<file path="config.mk">
export PLATFORM = sky130hd
export DESIGN_NAME = mem_stage_ctrl
export DESIGN_NICKNAME = d
export VERILOG_FILES = /design/src/rtl/mem_stage_ctrl.sv
export SDC_FILE = /design/constraint.sdc
export NUM_CORES = 1
export LEC_CHECK = 0
export ABC_CLOCK_PERIOD_IN_PS = 4600
export CAP_MARGIN = 5
export CORE_UTILIZATION = 45
export DETAILED_ROUTE_END_ITERATION = 10
export HOLD_SLACK_MARGIN = 0.1
export PLACE_DENSITY_LB_ADDON = 0.25
export RECOVER_POWER = 50
export SYNTH_ARGS = -nofsm -noshare
export SYNTH_HDL_FRONTEND = slang
export SYNTH_SLANG_ARGS = --single-unit
export TNS_END_PERCENT = 5
</file>
<file path="constraint.sdc">
create_clock -name CLK -period 4.6 [get_ports CLK]
set_input_delay 0.92 -clock CLK [delete_from_list [all_inputs] [get_ports CLK]]
set_output_delay 0.92 -clock CLK [all_outputs]
set_load 0.1 [all_outputs]
</file>
<file path="src/rtl/mem_stage_ctrl.sv">
// mem_stage_ctrl
//   MEM-stage sequencer for a multi-cycle data memory. Decodes the load/store
//   held in EX/MEM and runs a req/gnt/rvalid handshake. While the access is in
//   flight it freezes the front of the pipeline and bubbles MEM/WB.
//
// Ports
//   CLK, RST                 clock, synchronous active-high reset
//   ResultSrcM, MemWriteM    EX/MEM decode (2'b01 = load, MemWriteM = store)
//   ALURESULTM, WriteDataM   effective address and store data from EX/MEM
//   dmem_req/we/addr/wdata   request channel to data memory (latched values)
//   dmem_gnt                 memory accepts the request this cycle
//   dmem_rvalid/rdata        load response
//   ReadDataM                captured load data towards MEM/WB
//   StallMem                 hold PC, IF/ID, ID/EX and EX/MEM
//   BubbleW                  force a bubble into MEM/WB
//   MemErr                   sticky timeout flag
module mem_stage_ctrl #(
    parameter int unsigned WIDTH   = 32,
    parameter int unsigned TIMEOUT = 255
) (
    input  logic             CLK,
    input  logic             RST,
    input  logic [1:0]       ResultSrcM,
    input  logic             MemWriteM,
    input  logic [WIDTH-1:0] ALURESULTM,
    input  logic [WIDTH-1:0] WriteDataM,
    output logic             dmem_req,
    output logic             dmem_we,
    output logic [WIDTH-1:0] dmem_addr,
    output logic [WIDTH-1:0] dmem_wdata,
    input  logic             dmem_gnt,
    input  logic             dmem_rvalid,
    input  logic [WIDTH-1:0] dmem_rdata,
    output logic [WIDTH-1:0] ReadDataM,
    output logic             StallMem,
    output logic             BubbleW,
    output logic             MemErr
);

    localparam int unsigned CW = (TIMEOUT > 0) ? $clog2(TIMEOUT + 1) : 1;
    localparam logic [CW:0] TO_LIM = (CW + 1)'(TIMEOUT);

    typedef enum logic [1:0] {
        S_IDLE = 2'd0,
        S_REQ  = 2'd1,
        S_WAIT = 2'd2,
        S_DONE = 2'd3
    } state_t;

    state_t           state_q, state_d;
    logic [CW-1:0]    cnt_q, cnt_d;
    logic [WIDTH-1:0] addr_q, addr_d;
    logic [WIDTH-1:0] wdata_q, wdata_d;
    logic             we_q, we_d;
    logic [WIDTH-1:0] rdata_q, rdata_d;
    logic             err_q, err_d;

    logic             access;
    logic [CW:0]      cnt_inc;
    logic             timeout_hit;

    // A load and a store flagged together is handled as a store.
    assign access  = MemWriteM | (ResultSrcM == 2'b01);

    // One extra bit so the comparison cannot wrap when the counter is at its top value.
    assign cnt_inc     = {1'b0, cnt_q} + {{CW{1'b0}}, 1'b1};
    assign timeout_hit = (TIMEOUT != 0) && (cnt_inc >= TO_LIM);

    always_ff @(posedge CLK) begin
        if (RST) begin
            state_q <= S_IDLE;
            cnt_q   <= '0;
            addr_q  <= '0;
            wdata_q <= '0;
            we_q    <= 1'b0;
            rdata_q <= '0;
            err_q   <= 1'b0;
        end else begin
            state_q <= state_d;
            cnt_q   <= cnt_d;
            addr_q  <= addr_d;
            wdata_q <= wdata_d;
            we_q    <= we_d;
            rdata_q <= rdata_d;
            err_q   <= err_d;
        end
    end

    always_comb begin
        state_d    = state_q;
        cnt_d      = cnt_q;
        addr_d     = addr_q;
        wdata_d    = wdata_q;
        we_d       = we_q;
        rdata_d    = rdata_q;
        err_d      = err_q;
        dmem_req   = 1'b0;
        StallMem   = 1'b0;

        case (state_q)
            S_IDLE: begin
                if (access) begin
                    // Stall is combinational so the front end freezes in the
                    // same cycle the access first shows up in EX/MEM.
                    StallMem = 1'b1;
                    addr_d   = ALURESULTM;
                    wdata_d  = WriteDataM;
                    we_d     = MemWriteM;
                    cnt_d    = '0;
                    state_d  = S_REQ;
                end
            end
            S_REQ: begin
                dmem_req = 1'b1;
                StallMem = 1'b1;
                cnt_d    = cnt_inc[CW-1:0];
                if (dmem_gnt) begin
                    if (we_q) begin
                        state_d = S_DONE;
                    end else if (dmem_rvalid) begin
                        rdata_d = dmem_rdata;
                        state_d = S_DONE;
                    end else begin
                        state_d = S_WAIT;
                    end
                end else if (timeout_hit) begin
                    err_d   = 1'b1;
                    rdata_d = '0;
                    state_d = S_DONE;
                end
            end
            S_WAIT: begin
                StallMem = 1'b1;
                cnt_d    = cnt_inc[CW-1:0];
                if (dmem_rvalid) begin
                    rdata_d = dmem_rdata;
                    state_d = S_DONE;
                end else if (timeout_hit) begin
                    err_d   = 1'b1;
                    rdata_d = '0;
                    state_d = S_DONE;
                end
            end
            S_DONE: begin
                // Stall released for one cycle so EX/MEM and MEM/WB advance;
                // a following access is picked up in IDLE.
                state_d = S_IDLE;
            end
            default: begin
                state_d = S_IDLE;
            end
        endcase
    end

    assign dmem_we    = dmem_req & we_q;
    assign dmem_addr  = addr_q;
    assign dmem_wdata = wdata_q;
    assign ReadDataM  = rdata_q;
    assign MemErr     = err_q;
    assign BubbleW    = StallMem;

endmodule

</file>
# After elaboration in Yosys (flattened, before gate mapping)
# Cells that the tools add are included.
[word_totals]
word_cells = 50
inputBits = 103
regBits = 108
out_inout_bits = 101
[op_classes]
bitwise_logic = 2
muxes = 22
eq_ne = 9
n_lt_le_gt_ge = 1
n_addsub = 1
reduce_logical = 8
[op_table]
columns = ["operator", "count"]
rows = [
  ["2-to-1 mux 32 bit", 5],
  ["one-hot mux 32 bit (2 select lines)", 1],
  ["one-hot mux 8 bit (2 select lines)", 1],
  ["adder 8 x 1 -> 9 bit, second input constant", 1],
  ["greater-or-equal comparator 9 x 8 -> 1 bit, second input constant", 1],
  ["2-to-1 mux 2 bit", 4],
  ["2-to-1 mux 8 bit", 1],
  ["one-hot mux 2 bit (4 select lines)", 1],
  ["2-to-1 mux 1 bit", 7],
  ["inequality test 2 bit, second input constant", 3],
  ["inequality test 3 bit, second input constant", 2],
  ["AND reduction 3 bit", 2],
  ["equality test 2 x 1 -> 1 bit, second input constant", 2],
  ["equality test 2 bit, second input constant", 2],
  ["one-hot mux 1 bit (2 select lines)", 2],
  ["AND reduction 2 bit", 2],
  ["nonzero test 2 bit", 2],
  ["zero test 2 bit", 1],
  ["OR reduction 2 bit", 1],
  ["bitwise AND 1 bit", 1],
  ["bitwise OR 1 bit", 1],
]

# Longest topological paths before layout
[logic_depth]
depth_word = 5
ltp_mapped = 8
ltp_nobuf = 7

# Worst setup path after synthesis
# OpenSTA, ideal clock, no wires.
[synth_path]
path_type = "input port to output port"
start = "in ResultSrcM[0]"
end = "out StallMem"
setup_slack_ns = 0.305
stages = 7
arrival_ns = 3.375
path_cell_list = "nor2b_1 > nor2_1 > nor2_1 > clkbuf_1 > nor2_1 > nor2_1 > buf_4"
[synth_between]
elab_chain_cells = 4
[synth_rtl]
columns = ["element", "line", "source"]
rows = [
  ["from (decl)", "23", "input logic [1:0] ResultSrcM,"],
  ["equality test 2 x 1 -> 1 bit", "63", "assign access = MemWriteM | (ResultSrcM == 2'b01);"],
  ["bitwise OR 1 bit", "63", ""],
  ["2-to-1 mux 1 bit", "102", "if (access) begin"],
  ["one-hot mux 1 bit (2 select lines)", "100", "case (state_q)"],
  ["to (decl)", "35", "output logic StallMem,"],
]
# Every way passes these cells.

# Worst setup path after layout
# Same ends and word-level chain as after synthesis.

==> results.cfg <==
[die]
start_util_pct = 47.1
dieArea_um2 = 10800
io_pins = 204
core_um2 = 9910
die_w_um = 104
fp-row-count = 36
die_h_um = 104

[power]
leakagePower_nw = 2.70
finalPower_mw = 3.17
cellPowerDensity_nw_per_um2 = 458
vdd_drop_max_uv = 246

[clock_tree]
cts_buffers = 9
cts_tree = built
clock-root-buffer = clkbuf_8
hold_buffers = 0
cts.path.max_buffers = 2
cts-resized-gates = 0
clkLatencyLatePin_ns = 0.37
path_clk_slew_ns = 0.10
h-tree-depth = 3
post_cts_buffers = 0
numClockSinks = 108

[synthesis]
yosys_warnings = 0
syn-instance-count = 608
yosysUniqueCellTypes = 36
synth.area.top_cells = dfxtp_1, nand2_1, nor2_1
ys_ff_latch = 108
synth_top_area_cell = dfxtp_1
synth_nets = 718
yosysTopAreaCellShare_pct = 46.3
synth-edff-count = 0
syn_avg_cell_area_um2 = 7.68
postSynth.asyncResetShare_pct = 0
synth-seq-area-share_pct = 46.3
syn_area_um2 = 4670
ys.flop_type = dfxtp_1

[sta]
min_period_ns = 3.40
max-slew-margin-rel_pct = 17.0
hold_viol = 0
clock_skew_ns = 0.0154
final_max_slew_viol_count = 0
rsz0062_at_grt = false
setup_tns_ns = 0
hold_slack_ns = 0.458
fin_ws_ns = 1.20
finalSetupViolCount = 0
fmax_ghz = 0.294
period_share_pct = 73.9
tightest_slew_ns = 1.24

[global_route]
grt_overflow = 0
grt_pass1_vias = 4801
grt_max_degree = 65
grt_antenna_before_repair = 0
grt_pass1_wl_mm = 22.4
grt_use_total_pct = 24.9

[finish]
final_core_util_pct = 70.0
fin_nets = 898
layout_commonest_cell = clkdlybuf4s50_1
design_area_um2 = 6940
diodes = 0
mostFrequentLayoutCells = clkdlybuf4s50_1, nand2_1, dfxtp_1, nor2_1, a21oi_1
layoutNonFillerInstCount = 926
synthToLayoutAreaGrowth_pct = 48.6
drive_gt1_share_pct = 4.16

[flow_run]
drv_cap = 0

[route]
drtPass1Iterations = 4
first_iter_violations = 223
wire_per_inst_um = 14.6
drc = 0
vias = 4859
finalWirelength_mm = 13.5
detail-route-antenna-nets = 0
avgViaCountPerCell = 5.25

[place]
dp.cells = 910
io_buffers = 203
dp_worst_setup_slack_ns = 1.27
gp_congestion = 0.842
hpwl_mm = 9.47
placed_cell_area_um2 = 6760

[worst_hold_path]
hold_class = reg -> reg

[critical_path]
crit_arrival_ns = 2.48
worstSetupEndpointType = output port
startpoint_type = input pin
regToRegSetupSlack_ns = 2.05
worst-setup-path-type = in -> out
worst-path-max-fanout = 4
required_ns = 3.68

[outcome]
status = completed
path summary, 6_finish.rpt:
check / start / to / cells past startpoint
hold / removal: dmem_wdata[27] / dmem_wdata[27] / 2
hold reg to reg: dmem_wdata[27] / dmem_wdata[27] / 2
setup reg to reg: cnt_q[0] / ReadDataM[29] / 6
setup / recovery: ResultSrcM[0] / StallMem / 7
registers in the layout, indices dropped and copies added (netlist names):
| name | count |
|---|---|
| cnt_q | 8 |
| MemErr | 1 |
| dmem_wdata | 32 |
| ReadDataM | 32 |
| state_q | 2 |
| we_q | 1 |
| dmem_addr | 32 |
worst max-delay path, stage by stage:
cell and delay [ns]:
dlygate4sd3_1 0.51, nor2b_1 0.34, nor2_1 0.12, nor2_4 0.11, nor2_1 0.05, nor2_1 0.12, buf_4 0.31
kinds of logic (layout without fill, tap and decap cells):
kind of cell	after synthesis	after routing	synth area share [%]
AND/OR/NAND/NOR	310	310	28.2
AO/OA/AOI/OAI	136	136	19.1
adder cells (fa/ha/maj)	7	7	1.88
buffers and inverters	47	232	4.50
flip-flops	108	108	46.3
cell type report:
type	instances	area (um^2)
fill	792	2970
clock buffer	10	128
clock inverter	6	56.3
multi-input combinational	453	2330
sequential	108	2160
inverter	5	18.8
tap	133	166
timing repair buffer	211	2080
synthesized netlist by cell type, drive strengths merged (3+ instances only):
| library cell | instances |
|---|---|
| a31o | 3 |
| nand2b | 35 |
| o21ai | 8 |
| nor3 | 3 |
| a21oi | 80 |
| ha | 7 |
| nand3 | 7 |
| nand2 | 140 |
| buf | 5 |
| a221o | 30 |
| dfxtp | 108 |
| a31oi | 4 |
| inv | 5 |
| nor2 | 109 |
| clkbuf | 37 |
| or3 | 3 |
metal layers:
layer  GRT usage (%)  wire, um  vias to the layer above
li1                -         -                     2393
met3            6.52       977                       22
met2            44.2      6730                      169
met4            9.90       306                        0
met1            28.5      5540                     2275
met5               0         0                        -
where the power goes:
part,switching (mW),internal (mW),leakage [nW]
clock,0.347,0.210,0.0913
combinational,1.13,0.384,1.73
sequential,0.0629,1.04,0.884
total,1.54,1.64,2.70
Note: power is estimated with default switching activity, not from simulation.
